<file path="config.mk">
export PLATFORM = sky130hd
export DESIGN_NAME = noc_output_allocator
export DESIGN_NICKNAME = d
export VERILOG_FILES = /design/src/rtl/noc_pkg.sv /design/src/rtl/rr_arbiter5.sv /design/src/rtl/noc_output_allocator.sv
export SDC_FILE = /design/constraint.sdc
export NUM_CORES = 1
export LEC_CHECK = 0
export BUFFER_PORTS_ARGS = -buffer_cell sky130_fd_sc_hd__buf_2
export CAP_MARGIN = 20
export CORE_MARGIN = 8
export CORE_UTILIZATION = 54
export DETAILED_ROUTE_END_ITERATION = 16
export GPL_ROUTABILITY_DRIVEN = 0
export PLACE_DENSITY = 0.77
export REMOVE_ABC_BUFFERS = 1
export SETUP_SLACK_MARGIN = 0.2
export SLEW_MARGIN = 20
export SYNTH_ARGS = -nofsm -noshare
export SYNTH_HDL_FRONTEND = slang
export SYNTH_SLANG_ARGS = --single-unit
</file>
<file path="constraint.sdc">
create_clock -name clk -period 7.9 [get_ports clk]
set_input_delay 0.79 -clock clk [delete_from_list [all_inputs] [get_ports clk]]
set_output_delay 0.79 -clock clk [all_outputs]
set_load 0.05 [all_outputs]
</file>
<file path="src/rtl/noc_pkg.sv">
// Shared constants and types for the NoC router output allocators.
// Port indices follow the router's L, N, E, W, S ordering.
package noc_pkg;

    localparam int NUM_PORTS = 5;

    localparam logic [2:0] P_L = 3'd0;
    localparam logic [2:0] P_N = 3'd1;
    localparam logic [2:0] P_E = 3'd2;
    localparam logic [2:0] P_W = 3'd3;
    localparam logic [2:0] P_S = 3'd4;

    typedef enum logic {
        IDLE   = 1'b0,
        LOCKED = 1'b1
    } alloc_state_t;

    function automatic logic [NUM_PORTS-1:0] onehot5(input logic [2:0] idx);
        logic [NUM_PORTS-1:0] r;
        r      = '0;
        r[idx] = 1'b1;
        return r;
    endfunction

endpackage

</file>
<file path="src/rtl/rr_arbiter5.sv">
// Combinational round-robin picker over five requesters.
// Searches upward from ptr, wrapping 4 -> 0; ptr must be 0..4.
module rr_arbiter5
    import noc_pkg::*;
(
    input  logic [NUM_PORTS-1:0] req,
    input  logic [2:0]           ptr,
    output logic [2:0]           winner,
    output logic                 any
);

    always_comb begin
        logic [3:0] idx;
        winner = '0;
        any    = 1'b0;
        idx    = '0;
        // Walk from the farthest offset down so the nearest requester wins.
        for (int k = NUM_PORTS - 1; k >= 0; k--) begin
            idx = {1'b0, ptr} + 4'(k);
            if (idx >= 4'(NUM_PORTS)) begin
                idx = idx - 4'(NUM_PORTS);
            end
            if (req[idx[2:0]]) begin
                winner = idx[2:0];
                any    = 1'b1;
            end
        end
    end

endmodule

</file>
<file path="src/rtl/noc_output_allocator.sv">
// Per-output allocator: packet-locked round-robin arbitration plus
// credit-based flow control toward the downstream input buffer.
module noc_output_allocator
    import noc_pkg::*;
#(
    parameter  int DEPTH = 4,
    localparam int CW    = $clog2(DEPTH + 1)
) (
    input  logic                 clk,
    input  logic                 rst,
    input  logic [NUM_PORTS-1:0] req_valid,
    input  logic [NUM_PORTS-1:0] req_tail,
    input  logic                 credit_in,
    output logic [NUM_PORTS-1:0] grant,
    output logic [NUM_PORTS-1:0] xbar_sel,
    output logic                 flit_send,
    output logic [CW-1:0]        credit_cnt,
    output logic                 busy,
    output logic                 credit_err
);

    alloc_state_t state_q, state_d;
    logic [2:0]    owner_q, owner_d;
    logic [2:0]    rr_ptr_q, rr_ptr_d;
    logic [CW-1:0] credit_q, credit_d;
    logic          err_q, err_d;

    logic [2:0]    arb_winner;
    logic          arb_any;
    logic          owner_go;

    rr_arbiter5 u_arb (
        .req    (req_valid),
        .ptr    (rr_ptr_q),
        .winner (arb_winner),
        .any    (arb_any)
    );

    assign owner_go = (state_q == LOCKED) && req_valid[owner_q] && (credit_q != '0);

    always_ff @(posedge clk) begin
        if (rst) begin
            state_q  <= IDLE;
            owner_q  <= P_L;
            rr_ptr_q <= P_L;
            credit_q <= CW'(DEPTH);
            err_q    <= 1'b0;
        end else begin
            state_q  <= state_d;
            owner_q  <= owner_d;
            rr_ptr_q <= rr_ptr_d;
            credit_q <= credit_d;
            err_q    <= err_d;
        end
    end

    always_comb begin
        state_d  = state_q;
        owner_d  = owner_q;
        rr_ptr_d = rr_ptr_q;
        unique case (state_q)
            IDLE: begin
                if (arb_any) begin
                    owner_d = arb_winner;
                    state_d = LOCKED;
                end
            end
            LOCKED: begin
                if (owner_go && req_tail[owner_q]) begin
                    state_d  = IDLE;
                    rr_ptr_d = (owner_q == P_S) ? P_L : owner_q + 3'd1;
                end
            end
            default: state_d = IDLE;
        endcase
    end

    always_comb begin
        grant    = '0;
        xbar_sel = '0;
        busy     = 1'b0;
        if (state_q == LOCKED) begin
            busy     = 1'b1;
            xbar_sel = onehot5(owner_q);
            if (owner_go) begin
                grant = onehot5(owner_q);
            end
        end
    end

    assign flit_send = |grant;

    // A return while full is a downstream protocol error: hold at DEPTH and flag it.
    always_comb begin
        credit_d = credit_q;
        err_d    = err_q;
        unique case ({flit_send, credit_in})
            2'b10: credit_d = credit_q - CW'(1);
            2'b01: begin
                if (credit_q == CW'(DEPTH)) begin
                    err_d = 1'b1;
                end else begin
                    credit_d = credit_q + CW'(1);
                end
            end
            default: credit_d = credit_q;
        endcase
    end

    assign credit_cnt = credit_q;
    assign credit_err = err_q;

endmodule

</file>
==> impl_metrics.env <==
export IMPL_post_synth_inst_count=212
export IMPL_post_route_min_period_ns=3.50
export IMPL_finalHoldViolations=0
export IMPL_port_buffers=28
export IMPL_post_dp_cell_area_sq_um=1790
export IMPL_layout_core_utilization=0.611
export IMPL_dieHeight_um=71.4
export IMPL_grt_overflow_total=0
export IMPL_max_cap_violations=0
export IMPL_route_detailed_wl_per_inst_um=15.8
export IMPL_dr_first_iter_drc_count=90
export IMPL_synth_xor_area_frac=0.0264
export IMPL_first_pass_iteration_count_of_the_detailed_router=4
export IMPL_yosys_mux_area_fraction=0.180
export IMPL_fraction_of_layout_cells_with_a_size_suffix_above_1=0.215
export IMPL_dominant_combinational_cell_family_by_area_after_synthesis="compound AO/OA/AOI/OAI gates"
export IMPL_pin_count_of_the_biggest_net_entering_global_routing=31
export IMPL_place_detailed_hpwl_um=3230
export IMPL_initial_core_util=0.557
export IMPL_synth_compound_area_share=0.256
export IMPL_synth_edff_count=0
export IMPL_grtUsageTotal=0.171
export IMPL_vdd_ir_drop_max_mv=0.234
export IMPL_layout_commonest_cell="sky130_fd_sc_hd__buf_2"
export IMPL_cts_sinks=11
export IMPL_post_cts_resize_count=0
export IMPL_drcViolationCount=0
export IMPL_yosys_area_share_adder=0.107
export IMPL_tritoncts_num_buffers=3
export IMPL_worst_hold_path_type="reg -> reg"
export IMPL_nets=260
export IMPL_cts_path_max_buffers=2
export IMPL_timing_critical_path_arrival_ns=3.70
export IMPL_timing_critical_path_cells="buf_4 -> inv_1 -> ha_1 -> ha_1 -> a21oi_2 -> mux2i_1 -> a211o_1 -> o21ai_2 -> mux2_2 -> a31oi_1 -> nand4_1 -> o21ai_0"
export IMPL_timing_final_crit_share=0.443
export IMPL_yosys_warnings=0
export IMPL_ys_seq_elements=11
export IMPL_area_share_of_the_leading_cell_type_in_the_synthesized_netlist=0.133
export IMPL_ios=29
export IMPL_core_area_sq_um=2980
export IMPL_clkTransAtPathRegs_ns=0.08
export IMPL_critical_path_max_stage_delay_ns=0.38
export IMPL_synth_yosys_seq_area_share=0.133
export IMPL_area_growth_synth_to_final_pct=9.81
export IMPL_postRouteAntennaNets=0
export IMPL_mostFrequentLayoutCells="sky130_fd_sc_hd__buf_2 (28), sky130_fd_sc_hd__nor2_1 (24), sky130_fd_sc_hd__a21oi_1 (16), sky130_fd_sc_hd__nand2_1 (15)"
export IMPL_synth_main_ff_cell="sky130_fd_sc_hd__dfxtp_1"
export IMPL_ctsHoldBuffers=0
export IMPL_setup_worst_path_start_class="flip-flop"
export IMPL_grt_first_pass_wirelength_um=7290
export IMPL_cp_data_required_time_ns=8.10
export IMPL_cts_post_setup_buffers_inserted=0
export IMPL_syn_avg_cell_area_sq_um=7.82
export IMPL_criticalPathCategory="reg -> reg"
export IMPL_drt_vias_per_instance=6.46
export IMPL_fp_dieArea_sq_um=5100
export IMPL_stdcell_area_sq_um=1820
export IMPL_leak_pwr_uw=0.000788
export IMPL_max_clock_freq_ghz=0.286
export IMPL_diodes=0
export IMPL_worst_slew_pin_slew_ns=0.753
export IMPL_final_max_slew_violation_count=0
export IMPL_synthesis_area_sq_um=1660
export IMPL_antenna_found_initial=0
export IMPL_cts_tree="yes"
export IMPL_via_count_of_the_first_global_routing_pass=1527
export IMPL_insertion_delay_ns=0.27
export IMPL_clock_skew_ns=0.00666
export IMPL_synth_lib_cells_used_distinct=54
export IMPL_run_status="finished, final reports clean"
export IMPL_placement_rows=20
export IMPL_routed_wl_um=4210
export IMPL_synth_largest_area_cell="sky130_fd_sc_hd__dfxtp_1"
export IMPL_totalNegativeSetupSlack_ns=0
export IMPL_critPathSlowestCell="sky130_fd_sc_hd__ha_1"
export IMPL_dieWidth_um=71.4
export IMPL_cpMostUsedCell="sky130_fd_sc_hd__ha_1"
export IMPL_filler_cell_count=287
export IMPL_hold_slack_ns=0.483
export IMPL_cts_max_level=1
export IMPL_cts_root_buf="sky130_fd_sc_hd__clkbuf_4"
export IMPL_worstSetupEndpointType="flip-flop"
export IMPL_setup_violations_final=0
export IMPL_path_max_fanout=30
export IMPL_slew_limit_headroom=0.495
export IMPL_synthTopCellsByArea="sky130_fd_sc_hd__dfxtp_1 (13%), sky130_fd_sc_hd__ha_1 (8.3%), sky130_fd_sc_hd__mux4_2 (8.2%)"
export IMPL_power_per_cell_area_nw_per_um2=395
export IMPL_num_vias=1719
export IMPL_asyncSetResetFlopFracSynth=0
export IMPL_unrepaired_setup_endpoints_after_global_routing="no"
export IMPL_synth_simple_gate_area_share=0.236
==> kinds of logic after synthesis <==
family	count (synthesis)
and+or+nand+nor	77
AOI/OAI and AO/OA	59
buffers and inverters	25
muxes	22
adders and majority gates	13
DFF	11
xor gates and xnor gates	5
==> critical path: cells and delay by family (launching register included) <==
| family | cells | cell delay (ns) |
|---|---|---|
| flip-flops | 1 | 0.31 |
| AND/OR/NAND/NOR | 1 | 0.11 |
| adder cells (fa/ha/maj) | 2 | 0.67 |
| multiplexers | 2 | 0.55 |
| AO/OA/AOI/OAI | 5 | 1.22 |
| buffers and inverters | 2 | 0.55 |
==> worst paths after layout <==
check | from | to | slack, ns | depth (start not counted)
max | rr_ptr_q[0] | owner_q[0] | 4.40 | 12
min | credit_err | credit_err | 0.48 | 2
min reg2reg | credit_err | credit_err | 0.48 | 2
max reg2reg | rr_ptr_q[0] | owner_q[0] | 4.40 | 12
==> synthesized netlist by cell type, types with 7 or more instances <==
cell type and instances:
sky130_fd_sc_hd__nand2_1 15, sky130_fd_sc_hd__a21oi_1 16, sky130_fd_sc_hd__ha_1 11, sky130_fd_sc_hd__dfxtp_1 11, sky130_fd_sc_hd__inv_1 13, sky130_fd_sc_hd__nor3_1 7
sky130_fd_sc_hd__mux2i_1 13, sky130_fd_sc_hd__o21ai_0 8, sky130_fd_sc_hd__nor2_1 24
==> registers in the layout, summed over array words and instances (netlist names) <==
register    cells
state_q         1
credit_cnt      3
rr_ptr_q        3
owner_q         3
credit_err      1
==> cell type report <==
class                           count  area, sq um  share of cell area
Clock buffer                        4         26.3              0.0144
Inverter                           13         48.8              0.0268
Multi-Input combinational cell    176         1340               0.734
Sequential cell                    11          220               0.121
Tap cell                           33         41.3              0.0227
Timing Repair Buffer               29          148              0.0811
==> where the power goes <==
part           internal, uW  switching, uW
logic                   211            353
registers              74.6           42.1
clock network          19.6           20.2
==> metrics by stage <==
stage / cells / power, uW / setup slack, ns
2_1_floorplan: 200 / 559 / 4.40
3_3_place_gp: 262 / 673 / 4.43
3_5_place_dp: 262 / 675 / 4.45
4_1_cts: 266 / 717 / 4.41
5_1_grt: 266 / 786 / 4.12
6_report: 266 / 720 / 4.40
==> layer usage <==
| metal | vias to the layer above | GRT usage | wire [um] |
|---|---|---|---|
| li1 | 837 | - | - |
| met1 | 802 | 0.243 | 1950 |
| met3 | 6 | 0.0279 | 272 |
| met2 | 74 | 0.257 | 1930 |
| met5 | - | 0 | 0 |
| met4 | 0 | 0.0439 | 61 |
No activity file was read; power rests on OpenSTA's default activity.
